**src/rtl/fetch_stage_pkg.sv**
```systemverilog
// Shared fetch-stage types and instruction field positions.
// The decode control unit slices instructions with the same field constants.
package fetch_stage_pkg;

  localparam int unsigned WORD_W     = 16;
  localparam int unsigned OPCODE_MSB = 15;
  localparam int unsigned OPCODE_LSB = 12;
  localparam int unsigned FUNC_MSB   = 5;
  localparam int unsigned FUNC_LSB   = 0;

  typedef enum logic [2:0] {
    ST_IDLE    = 3'd0,
    ST_FETCH   = 3'd1,
    ST_BUFWAIT = 3'd2,
    ST_DROP    = 3'd3,
    ST_HALTED  = 3'd4
  } fetch_state_t;

endpackage

```
**src/rtl/fetch_stage_if_id_reg.sv**
```systemverilog
// IF/ID pipeline register: flush clears only the valid bit, load captures a new
// instruction and PC+1, otherwise the contents hold.
module if_id_reg #(
  parameter int unsigned WORD_W = fetch_stage_pkg::WORD_W
) (
  input  logic              clk,
  input  logic              reset_n,
  input  logic              load,
  input  logic              flush,
  input  logic [WORD_W-1:0] inst_in,
  input  logic [WORD_W-1:0] pc1_in,
  output logic [WORD_W-1:0] inst,
  output logic [WORD_W-1:0] pc1,
  output logic              valid
);
  import fetch_stage_pkg::*;

  // Register update: reset, then flush, then load, otherwise hold.
  always_ff @(posedge clk) begin
    if (reset_n) begin
      inst  <= {WORD_W{1'b0}};
      pc1   <= {WORD_W{1'b0}};
      valid <= 1'b0;
    end else if (flush) begin
      valid <= 1'b0;
    end else if (load) begin
      inst  <= inst_in;
      pc1   <= pc1_in;
      valid <= 1'b1;
    end
  end

endmodule

```
**src/rtl/fetch_stage.sv**
```systemverilog
// Instruction fetch stage: PC, instruction-memory handshake, one-entry skid
// buffer for stalls, redirect/halt handling and the IF/ID register.
module fetch_stage #(
  parameter int unsigned       WORD_W   = fetch_stage_pkg::WORD_W,
  parameter logic [WORD_W-1:0] RESET_PC = 16'h0000
) (
  input  logic              clk,
  input  logic              reset_n,
  output logic              i_readM,
  output logic [WORD_W-1:0] i_address,
  input  logic [WORD_W-1:0] i_data,
  input  logic              i_ready,
  input  logic              stall,
  input  logic              redirect_valid,
  input  logic [WORD_W-1:0] redirect_target,
  input  logic              halt,
  output logic [WORD_W-1:0] if_id_inst,
  output logic [WORD_W-1:0] if_id_pc1,
  output logic              if_id_valid,
  output logic [3:0]        opcode,
  output logic [5:0]        func_code
);
  import fetch_stage_pkg::*;

  fetch_state_t      state_r;
  logic [WORD_W-1:0] pc_r;
  logic [WORD_W-1:0] buf_inst_r;
  logic [WORD_W-1:0] buf_pc1_r;
  logic              drop_to_halt_r;

  logic [WORD_W-1:0] pc_inc_s;
  logic              halt_go_s;
  logic              if_load_s;
  logic              if_flush_s;
  logic [WORD_W-1:0] if_inst_s;
  logic [WORD_W-1:0] if_pc1_s;

  assign pc_inc_s  = pc_r + WORD_W'(1);
  assign halt_go_s = halt & ~stall;

  // IF/ID control: what the register does this cycle, by state and event priority.
  always_comb begin
    if_load_s  = 1'b0;
    if_flush_s = 1'b0;
    if_inst_s  = i_data;
    if_pc1_s   = pc_inc_s;
    case (state_r)
      ST_FETCH: begin
        if (redirect_valid || halt_go_s) begin
          if_flush_s = 1'b1;
        end else if (stall) begin
          if_load_s = 1'b0;
        end else if (i_ready) begin
          if_load_s = 1'b1;
        end else begin
          if_flush_s = 1'b1;
        end
      end
      ST_BUFWAIT: begin
        if_inst_s = buf_inst_r;
        if_pc1_s  = buf_pc1_r;
        if (redirect_valid || halt_go_s) begin
          if_flush_s = 1'b1;
        end else if (stall) begin
          if_load_s = 1'b0;
        end else begin
          if_load_s = 1'b1;
        end
      end
      ST_IDLE, ST_DROP, ST_HALTED: begin
        if_flush_s = 1'b1;
      end
      default: begin
        if_flush_s = 1'b1;
      end
    endcase
  end

  // Fetch FSM with registered request outputs, PC and skid buffer.
  always_ff @(posedge clk) begin
    if (reset_n) begin
      state_r        <= ST_IDLE;
      pc_r           <= RESET_PC;
      i_readM        <= 1'b0;
      i_address      <= {WORD_W{1'b0}};
      buf_inst_r     <= {WORD_W{1'b0}};
      buf_pc1_r      <= {WORD_W{1'b0}};
      drop_to_halt_r <= 1'b0;
    end else begin
      case (state_r)
        ST_IDLE: begin
          if (redirect_valid) begin
            pc_r      <= redirect_target;
            state_r   <= ST_FETCH;
            i_readM   <= 1'b1;
            i_address <= redirect_target;
          end else if (halt_go_s) begin
            state_r <= ST_HALTED;
          end else begin
            state_r   <= ST_FETCH;
            i_readM   <= 1'b1;
            i_address <= pc_r;
          end
        end
        ST_FETCH: begin
          if (redirect_valid) begin
            pc_r           <= redirect_target;
            drop_to_halt_r <= 1'b0;
            if (i_ready) begin
              i_address <= redirect_target;
            end else begin
              state_r <= ST_DROP;
            end
          end else if (halt_go_s) begin
            if (i_ready) begin
              state_r <= ST_HALTED;
              i_readM <= 1'b0;
            end else begin
              state_r        <= ST_DROP;
              drop_to_halt_r <= 1'b1;
            end
          end else if (i_ready) begin
            pc_r <= pc_inc_s;
            if (stall) begin
              // Park the returned word; the request stays idle until stall drops.
              buf_inst_r <= i_data;
              buf_pc1_r  <= pc_inc_s;
              state_r    <= ST_BUFWAIT;
              i_readM    <= 1'b0;
            end else begin
              i_address <= pc_inc_s;
            end
          end
        end
        ST_BUFWAIT: begin
          if (redirect_valid) begin
            pc_r      <= redirect_target;
            state_r   <= ST_FETCH;
            i_readM   <= 1'b1;
            i_address <= redirect_target;
          end else if (halt_go_s) begin
            state_r <= ST_HALTED;
          end else if (!stall) begin
            state_r   <= ST_FETCH;
            i_readM   <= 1'b1;
            i_address <= pc_r;
          end
        end
        ST_DROP: begin
          // The old request must finish on the bus before anything new issues.
          if (redirect_valid) begin
            pc_r           <= redirect_target;
            drop_to_halt_r <= 1'b0;
            if (i_ready) begin
              state_r   <= ST_FETCH;
              i_address <= redirect_target;
            end
          end else if (halt_go_s) begin
            drop_to_halt_r <= 1'b1;
            if (i_ready) begin
              state_r <= ST_HALTED;
              i_readM <= 1'b0;
            end
          end else if (i_ready) begin
            if (drop_to_halt_r) begin
              state_r <= ST_HALTED;
              i_readM <= 1'b0;
            end else begin
              state_r   <= ST_FETCH;
              i_address <= pc_r;
            end
          end
        end
        ST_HALTED: begin
          i_readM <= 1'b0;
        end
        default: begin
          state_r <= ST_IDLE;
          i_readM <= 1'b0;
        end
      endcase
    end
  end

  if_id_reg #(
    .WORD_W (WORD_W)
  ) u_if_id_reg (
    .clk     (clk),
    .reset_n (reset_n),
    .load    (if_load_s),
    .flush   (if_flush_s),
    .inst_in (if_inst_s),
    .pc1_in  (if_pc1_s),
    .inst    (if_id_inst),
    .pc1     (if_id_pc1),
    .valid   (if_id_valid)
  );

  assign opcode    = if_id_inst[OPCODE_MSB:OPCODE_LSB];
  assign func_code = if_id_inst[FUNC_MSB:FUNC_LSB];

endmodule

```
**config.mk**
```make
export PLATFORM = sky130hd
export DESIGN_NAME = fetch_stage
export DESIGN_NICKNAME = d
export VERILOG_FILES = /design/src/rtl/fetch_stage_pkg.sv /design/src/rtl/fetch_stage_if_id_reg.sv /design/src/rtl/fetch_stage.sv
export SDC_FILE = /design/constraint.sdc
export NUM_CORES = 1
export LEC_CHECK = 0
export ABC_AREA = 0
export CAP_MARGIN = 20
export CORE_UTILIZATION = 30
export CTS_CLUSTER_DIAMETER = 100
export DETAILED_ROUTE_END_ITERATION = 8
export PLACE_DENSITY = 0.61
export RECOVER_POWER = 50
export SLEW_MARGIN = 20
export SYNTH_ARGS = -nofsm -noshare
export SYNTH_HDL_FRONTEND = slang
export SYNTH_SLANG_ARGS = --single-unit
```
**constraint.sdc**
```tcl
create_clock -name clk -period 2.5 [get_ports clk]
set_clock_uncertainty 0.15 [all_clocks]
set_input_delay 0.625 -clock clk [delete_from_list [all_inputs] [get_ports clk]]
set_output_delay 0.625 -clock clk [all_outputs]
set_load 0.02 [all_outputs]
```
# After elaboration in Yosys (flattened, before gate mapping)
# Cells that the tools add are included.
word_totals:
  regBits: 102
op_classes:
  add_sub_neg: 1
  n_eq_ne: 28
  mux: 72
  n_bitwise: 6
  n_reduce_logical: 14
op_table:
  columns: ["op", "n"]
  rows:
  - ["16-bit 2-to-1 mux", 20]
  - ["16-bit one-hot mux with 4 select lines", 1]
  - ["3-bit 2-to-1 mux", 17]
  - ["3-bit != test (second input constant)", 17]
  - ["16-bit one-hot mux with 2 select lines", 1]
  - ["1-bit 2-to-1 mux", 28]
  - ["16-bit by 1-bit adder with 16-bit output (second input constant)", 1]
  - ["3-bit one-hot mux with 5 select lines", 1]
  - ["4-bit != test (second input constant)", 3]
  - ["10-bit AND reduction", 1]
  - ["9-bit AND reduction", 1]
  - ["4-bit AND reduction", 2]
  - ["3-bit by 2-bit == test with 1-bit output (second input constant)", 2]
  - ["2-bit != test (second input constant)", 3]
  - ["1-bit one-hot mux with 2 select lines", 3]
  - ["6-bit AND reduction", 1]
  - ["1-bit NOT", 5]
  - ["5-bit AND reduction", 1]
  - ["1-bit one-hot mux with 4 select lines", 1]
  - ["2-bit nonzero test", 2]
  - ["4-bit nonzero test", 1]
  - ["3-bit by 1-bit == test with 1-bit output (second input constant)", 1]
  - ["3-bit == test (second input constant)", 1]
  - ["3-bit zero test", 1]
  - ["6 further kinds", 6]

# Logic depth before layout (Yosys ltp)
# Gate-level depths: netlist of the first run.
logic_depth:
  ltp_word: 7
  depth_mapped: 10
  mapped_depth_nobuf: 6

# Hierarchy
# Synthesis of the first run repeated with hierarchy kept, for this count alone.
hier_totals:
  hier_cells: 721
  area_unflattened_um2: 5889.4
modules_own_cells:
  columns: ["mod", "instances", "cells_per_inst", "area_per_inst_um2", "seq_area_each_um2"]
  rows:
  - ["fetch_stage", 1, 573, 4398.0, 1381.3]
  - ["if_id_reg", 1, 148, 1491.4, 660.6]

# Worst setup path before layout of the first run
# No wires, ideal clock.
synth_path:
  path_type: "input to register"
  from: "input stall"
  to: "register i_address[8]"
  setup_ps: 91
  arrival_time_ps: 1922
  path_slack_ps: 337
  cell_stages: 7
  path_buffers: 2
  path_cell_list: "clkbuf_1 -> mux2_2 -> a31oi_1 -> o21a_1 -> clkbuf_1 -> nor2_1 -> a311oi_1"
synth_between:
  elab_chain_len: 4
  elab_cells_between_ends: 9
synth_rtl:
  columns: ["item", "line", "source"]
  rows:
  - ["start: declaration", "fetch_stage.sv:13", "input logic stall,"]
  - ["1-bit NOT", "fetch_stage.sv:39", "assign halt_go_s = halt & ~stall;"]
  - ["1-bit AND", "fetch_stage.sv:39", null]
  - ["3-bit != test (no source line)", null, null]
  - ["10-bit AND reduction (no source line) *", null, null]
  - ["end signal: assignment", "fetch_stage.sv:85", "i_address <= {WORD_W{1'b0}};"]
  - ["end signal: assignment", "fetch_stage.sv:96", "i_address <= redirect_target;"]
  - ["end signal: assignment", "fetch_stage.sv:102", "i_address <= pc_r;"]
  - ["end: declaration", "fetch_stage.sv:10", "output logic [WORD_W-1:0] i_address,"]
# Every way passes the cells marked *; elsewhere a longest branch is shown, timed or not.
# A chain may end at the register's enable or synchronous reset.

# Worst setup path after layout of the first run
layout_path:
  from: "input halt"
  to: "register i_address[8]"
layout_between:
  elab_chain_len: 3
  elab_cells_between_ends: 6
layout_rtl:
  columns: ["item", "line", "source"]
  rows:
  - ["start: declaration", "fetch_stage.sv:16", "input logic halt,"]
  - ["1-bit AND *", "fetch_stage.sv:39", null]
  - ["3-bit != test (no source line)", null, null]
  - ["10-bit AND reduction (no source line) *", null, null]
# Marked as above.

==> impl_metrics.json, run 1 <==
{
  "worstPathArrival_ps": 2420,
  "yosysMostFrequentCell": "nand2_1",
  "path_delay_family": "compound AO/OA/AOI/OAI gates",
  "nFillCells": 1793,
  "cp_num_buf_inv": 2,
  "cts.clk_slew.worst_paths_ps": 80,
  "synth_nets": 743,
  "cp_cell_sequence": "dlygate4sd3_1 > nor2b_1 > a311oi_1 > o21a_1 > buf_12 > nor2_1 > a311oi_1",
  "areaGrowthSynthToFinish_pct": 31.76,
  "grt_antenna_before_repair": 0,
  "synthCells": 704,
  "overflow": 0,
  "ioPinCount": 98,
  "ys_seq_elements": 102,
  "worst_pin_slew_ps": 491.3,
  "power_mw": 4.126,
  "root_buffer": "clkbuf_16",
  "final_antenna_net_count": 0,
  "cts_resized": 0,
  "p_leak_nw": 2.732,
  "cp_slowest_cell": "dlygate4sd3_1",
  "grt_setup_unrepaired": "false",
  "powerDensity_mw_per_mm2": 580.1,
  "grt_usage_pct": 17.47,
  "fin_crit_sh_pct": 91.82,
  "endpoint_kind": "flop",
  "tns_ps": 0,
  "r2r_cells": 7,
  "synth_commonest_cells": "nand2_1, dfxtp_1, nor2_1",
  "synth_top_cell_by_area": "dfxtp_1",
  "post-cts-setup-buffers": 0,
  "drive_above_1_share_pct": 11.80,
  "core_area_mm2": 0.01742,
  "vias": 5307,
  "synth_area_leaders": "dfxtp_1, nand2_1, a21oi_1, nor2_1, a311oi_1",
  "max_freq_mhz": 435.6,
  "grt_pass1_vias": 4812,
  "rows": 48,
  "crit_cells": 7,
  "cts_tree": "yes",
  "hold_violations": 0,
  "grt_max_degree": 46,
  "holdPathStages": 2,
  "period_needed_ps": 2295,
  "cp_max_fo": 20,
  "netlist_area_mm2": 0.005398,
  "cpPeakStageDelay_ps": 610,
  "max_cap_viol_count": 0,
  "status": "completed",
  "h-tree-depth": 3,
  "diodes": 0,
  "place_congestion": 0.8724,
  "topRoutingLayerUsed": "met4",
  "crit_type": "input port to flop",
  "synth-edff-count": 0,
  "hold_class": "flop to flop",
  "nets": 839,
  "worst_path_most_repeated_cell": "a311oi_1",
  "cp.required_ps": 2620,
  "drt_iter0_drc": 397,
  "wire_per_inst_um": 15.44,
  "met2_length_mm": 7.087,
  "setup_viol": 0,
  "wl_met3_um": 813,
  "cts.sinks": 102,
  "drc": 0,
  "hold_path.startpoint": "u_if_id_reg.pc1[7]$_SDFFE_PP0P_",
  "maxSlewViolCount": 0,
  "fp.dieH_um": 136.1,
  "async_reset_ff_share_pct": 0,
  "critPathLaunch": "halt",
  "grt_pass1_wl_mm": 25.37,
  "wl_met1_mm": 7.688,
  "maxSlewHeadroom_pct": 67.24,
  "yosysTopAreaCellShare_pct": 37.83,
  "yosysSeqAreaShare_pct": 37.83,
  "initial_core_util_pct": 30.99,
  "worst_ir_drop_vdd_mv": 0.4612,
  "wirelength_mm": 15.90,
  "port_buffers": 97,
  "ctsLongestPathBuffers": 2,
  "cts_hold_buf": 0,
  "worstSetupStartpointType": "input port",
  "ys_warn_count": 0,
  "ys.flop_type": "dfxtp_1",
  "design.die.area_mm2": 0.01853,
  "detail_route.vias_per_cell": 5.152,
  "die_w_um": 136.1,
  "first_pass_iters": 5,
  "clock_latency_ps": 360,
  "hpwlAfterDp_mm": 11.16,
  "reg2reg_from": "state_r[0]$_SDFFE_PP0P_",
  "synth_cell_type_count": 59,
  "synth.avg_cell_area_um2": 7.667,
  "cts_buffers": 9
}
## worst paths after layout
kind / to / slack (ps)
max: i_address[8]$_SDFFE_PP0P_ / 200
min: u_if_id_reg.pc1[7]$_SDFFE_PP0P_ / 300
max reg2reg: i_address[8]$_SDFFE_PP0P_ / 360
min reg2reg: u_if_id_reg.pc1[7]$_SDFFE_PP0P_ / 300
## layer usage
metal  GRT usage, %  up-vias
met5              0        -
met4          6.605        0
met3          3.057       20
met2          26.59      146
met1          24.36     2469
li1               -     2672
## layout by cell type, fill, tap and decap left out, drive strengths merged, types with 5 or more instances in the layout
cell type and instances:
a211oi 16, a21oi 70, a311oi 20, a31oi 5, and3 6, buf 61, clkbuf 10, clkdlybuf4s50 37
dfxtp 102, dlygate4sd3 59, inv 15, mux2 6, mux2i 12, nand2 131, nand2b 7, nand3 7
nand4 6, nor2 74, nor2b 6, nor3 18, o211ai 18, o21ai 29, or3 10, xnor2 8
xor2 12
## per-stage QoR
stage / utilization, % / worst slack [ps] / area (um^2) / instances / hold WS (ps)
final: 40.83 / 204.5 / 7112 / 1030 / 301.1
after global routing: 40.83 / 77.81 / 7112 / 1030 / 323.6
after CTS: 40.91 / 274.5 / 7126 / 1030 / 308.4
after detailed placement: 39.24 / -95.26 / 6834 / 1014 / 297.0
after global placement: 39.24 / -75.43 / 6834 / 1014 / 289.3
after floorplan: - / 336.8 / 5398 / 704 / 286.6
## power breakdown
| group | leakage [nW] | switching [mW] | total (mW) | internal, mW |
|---|---|---|---|---|
| Clock | 0.142 | 0.696 | 1.40 | 0.701 |
| Sequential | 0.831 | 0.0880 | 1.80 | 1.71 |
| Combinational | 1.76 | 0.514 | 0.928 | 0.414 |
| Total | 2.73 | 1.30 | 4.13 | 2.83 |
## cell type report
cell class / instances / area, um^2 / share of cell area (%)
repair buffers: 158 / 1510 / 21.24
flip-flops and latches: 102 / 2042 / 28.71
inverters: 11 / 41.29 / 0.5806
clock inverters: 7 / 66.31 / 0.9324
clock buffers: 9 / 225.2 / 3.167
multi-input cells: 518 / 2945 / 41.41
well taps: 225 / 281.5 / 3.958
## worst min-delay path, cell delays in order (launching register included)
cell     delay, ps
dfxtp_1        310
nand2_1         50
a21oi_1         50
## kinds of logic (layout without fill, tap and decap cells)
group / after synthesis / after routing / share of synthesized area [%]
AOI/OAI and AO/OA: 198 / 198 / 24.46
xor gates and xnor gates: 20 / 20 / 3.245
adders and majority gates: 1 / 1 / 0.2318
buffers and inverters: 84 / 185 / 7.603
DFF: 102 / 102 / 37.83
muxes: 18 / 18 / 3.477
and+or+nand+nor: 281 / 281 / 23.16
## registers in the layout, indices dropped and copies added (netlist names)
signal	count
buf_inst_r	16
buf_pc1_r	16
i_address	16
pc_r	16
u_if_id_reg.inst	16
u_if_id_reg.pc1	16
state_r	3
drop_to_halt_r	1
i_readM	1
u_if_id_reg.valid	1
Power figures use the tool's default switching activity.
==> run 2, diff against run 1 <==
Settings changed: CAP_MARGIN 20 to 15, PLACE_DENSITY 0.61 to 0.57.
==> run 2 against run 1 <==
Against the previous run: flip-flop and latch count unchanged; via count down 0.11%; critical path type unchanged; die area unchanged; sequential share of layout area down 0.31 points; final area up 1.1%; total power up 1.8%; count of clock-buffer cells in the layout up 2.
==> impl_metrics.json, run 2 (synthesis gave the netlist of run 1 again) <==
{
  "hpwlAfterDp_mm": 11.45,
  "ctsLongestPathBuffers": 2,
  "fin_cells": 1040,
  "crit_type": "input port to flop",
  "powerDensity_mw_per_mm2": 584.1,
  "grt_pass1_vias": 4745,
  "r2r_slack_ps": 240,
  "final_common_cell": "nand2_1",
  "grt_antenna_before_repair": 0,
  "die_w_um": 136.1,
  "place_area_mm2": 0.006904,
  "clock_latency_ps": 360,
  "drc": 0,
  "power_mw": 4.200,
  "p_leak_nw": 2.790,
  "cts_tree": "yes",
  "fin_ws_ps": 126.1,
  "mostFrequentLayoutCells": "nand2_1, dfxtp_1, nor2_1, a21oi_1, buf_4",
  "period_needed_ps": 2374,
  "wirelength_mm": 16.18,
  "grt_setup_unrepaired": "false",
  "diodes": 0,
  "max_freq_mhz": 421.3,
  "setup_viol": 0,
  "post-cts-setup-buffers": 0,
  "final_antenna_net_count": 0,
  "cp_max_fo": 9,
  "worstSetupStartpointType": "input port",
  "dpl.cell_count": 1025,
  "worstPathArrival_ps": 2450,
  "ioPinCount": 98,
  "cts_resized": 0,
  "maxSlewViolCount": 0,
  "nets": 850,
  "cts_hold_buf": 0,
  "design.die.area_mm2": 0.01853,
  "final_area_mm2": 0.007191,
  "drt_iter0_drc": 331,
  "cts_buffers": 9,
  "fin_crit_sh_pct": 94.96,
  "h-tree-depth": 3,
  "wire_per_inst_um": 15.56,
  "root_buffer": "clkbuf_16",
  "grt_usage_pct": 17.96,
  "worst_pin_slew_ps": 559.4,
  "detail_route.vias_per_cell": 5.097,
  "pre_cts_ws_ps": -160.5,
  "initial_core_util_pct": 30.99,
  "cts.sinks": 102,
  "endpoint_kind": "flop",
  "post-route-util_pct": 41.29,
  "core_area_mm2": 0.01742,
  "cts.clk_slew.worst_paths_ps": 70,
  "grt_max_degree": 46,
  "rows": 48,
  "maxSlewHeadroom_pct": 62.71,
  "fp.dieH_um": 136.1,
  "drive_above_1_share_pct": 12.88,
  "port_buffers": 97,
  "grt_pass1_wl_mm": 25.73,
  "status": "completed",
  "first_pass_iters": 5,
  "overflow": 0,
  "vias": 5301,
  "worst_ir_drop_vdd_mv": 0.3426,
  "cp.required_ps": 2580,
  "max_cap_viol_count": 0,
  "hold_violations": 0,
  "place_congestion": 0.8660,
  "hold_class": "flop to flop",
  "areaGrowthSynthToFinish_pct": 33.22
}
-- run 2: cell count changes in the layout (fill, tap and decap cells not counted) --
cell | previous run | this run
buf_4 | 54 | 65
clkdlybuf4s50_1 | 37 | 35
dlygate4sd3_1 | 59 | 61
buf_12 | 7 | 6
bufinv_16 | 0 | 1
clkbuf_1 | 1 | 2
clkbuf_4 | 0 | 1
clkbuf_8 | 0 | 1
clkinv_2 | 1 | 0
clkinv_8 | 1 | 0
inv_6 | 3 | 2
inv_8 | 1 | 0
nor2_1 | 73 | 72
nor2_2 | 1 | 2
-- run 2: power by group --
part | total [mW] | switching, mW | internal, mW
Combinational | 0.943 | 0.519 | 0.424
Clock | 1.46 | 0.651 | 0.807
Sequential | 1.80 | 0.0853 | 1.71
Total | 4.20 | 1.25 | 2.95
-- run 2: cell type report --
type,instances,area (um^2)
Clock inverter,4,55.05
Tap cell,225,281.5
Fill cell,1818,10230
Clock buffer,11,242.7
Sequential cell,102,2042
Timing Repair Buffer,169,1580
Inverter,11,41.29
Multi-Input combinational cell,518,2948
-- run 2: critical path, stage by stage --
cell	delay, ps
dlygate4sd3_1	720
mux2_2	380
a2bb2oi_1	130
a21oi_1	190
buf_4	150
mux2i_1	180
o31ai_1	80
-- run 2: metal layers --
layer | GRT usage, % | vias up | part of all wire (%)
met5 | 0 | - | 0
met4 | 6.728 | 0 | 1.5
met3 | 2.796 | 13 | 3.6
met2 | 27.33 | 93 | 46
met1 | 25.30 | 2500 | 49
li1 | - | 2695 | -
-- run 2: worst paths after layout --
path                                                  startpoint                               end  cells past startpoint
worst max-delay path                                       stall         i_address[2]$_SDFFE_PP0P_                      7
worst min-delay path            u_if_id_reg.pc1[11]$_SDFFE_PP0P_  u_if_id_reg.pc1[11]$_SDFFE_PP0P_                      2
worst max register to register              pc_r[2]$_SDFFE_PP0P_        i_address[13]$_SDFFE_PP0P_                      5
worst min register to register  u_if_id_reg.pc1[11]$_SDFFE_PP0P_  u_if_id_reg.pc1[11]$_SDFFE_PP0P_                      2
-- run 2: per-stage QoR --
stage          setup TNS, ps  hold WS, ps
6_report                   0        299.8
3_5_place_dp           -2380        295.2
5_1_grt                    0        323.9
4_1_cts                    0        306.8
2_1_floorplan              0        286.6
3_3_place_gp           -2438        289.2
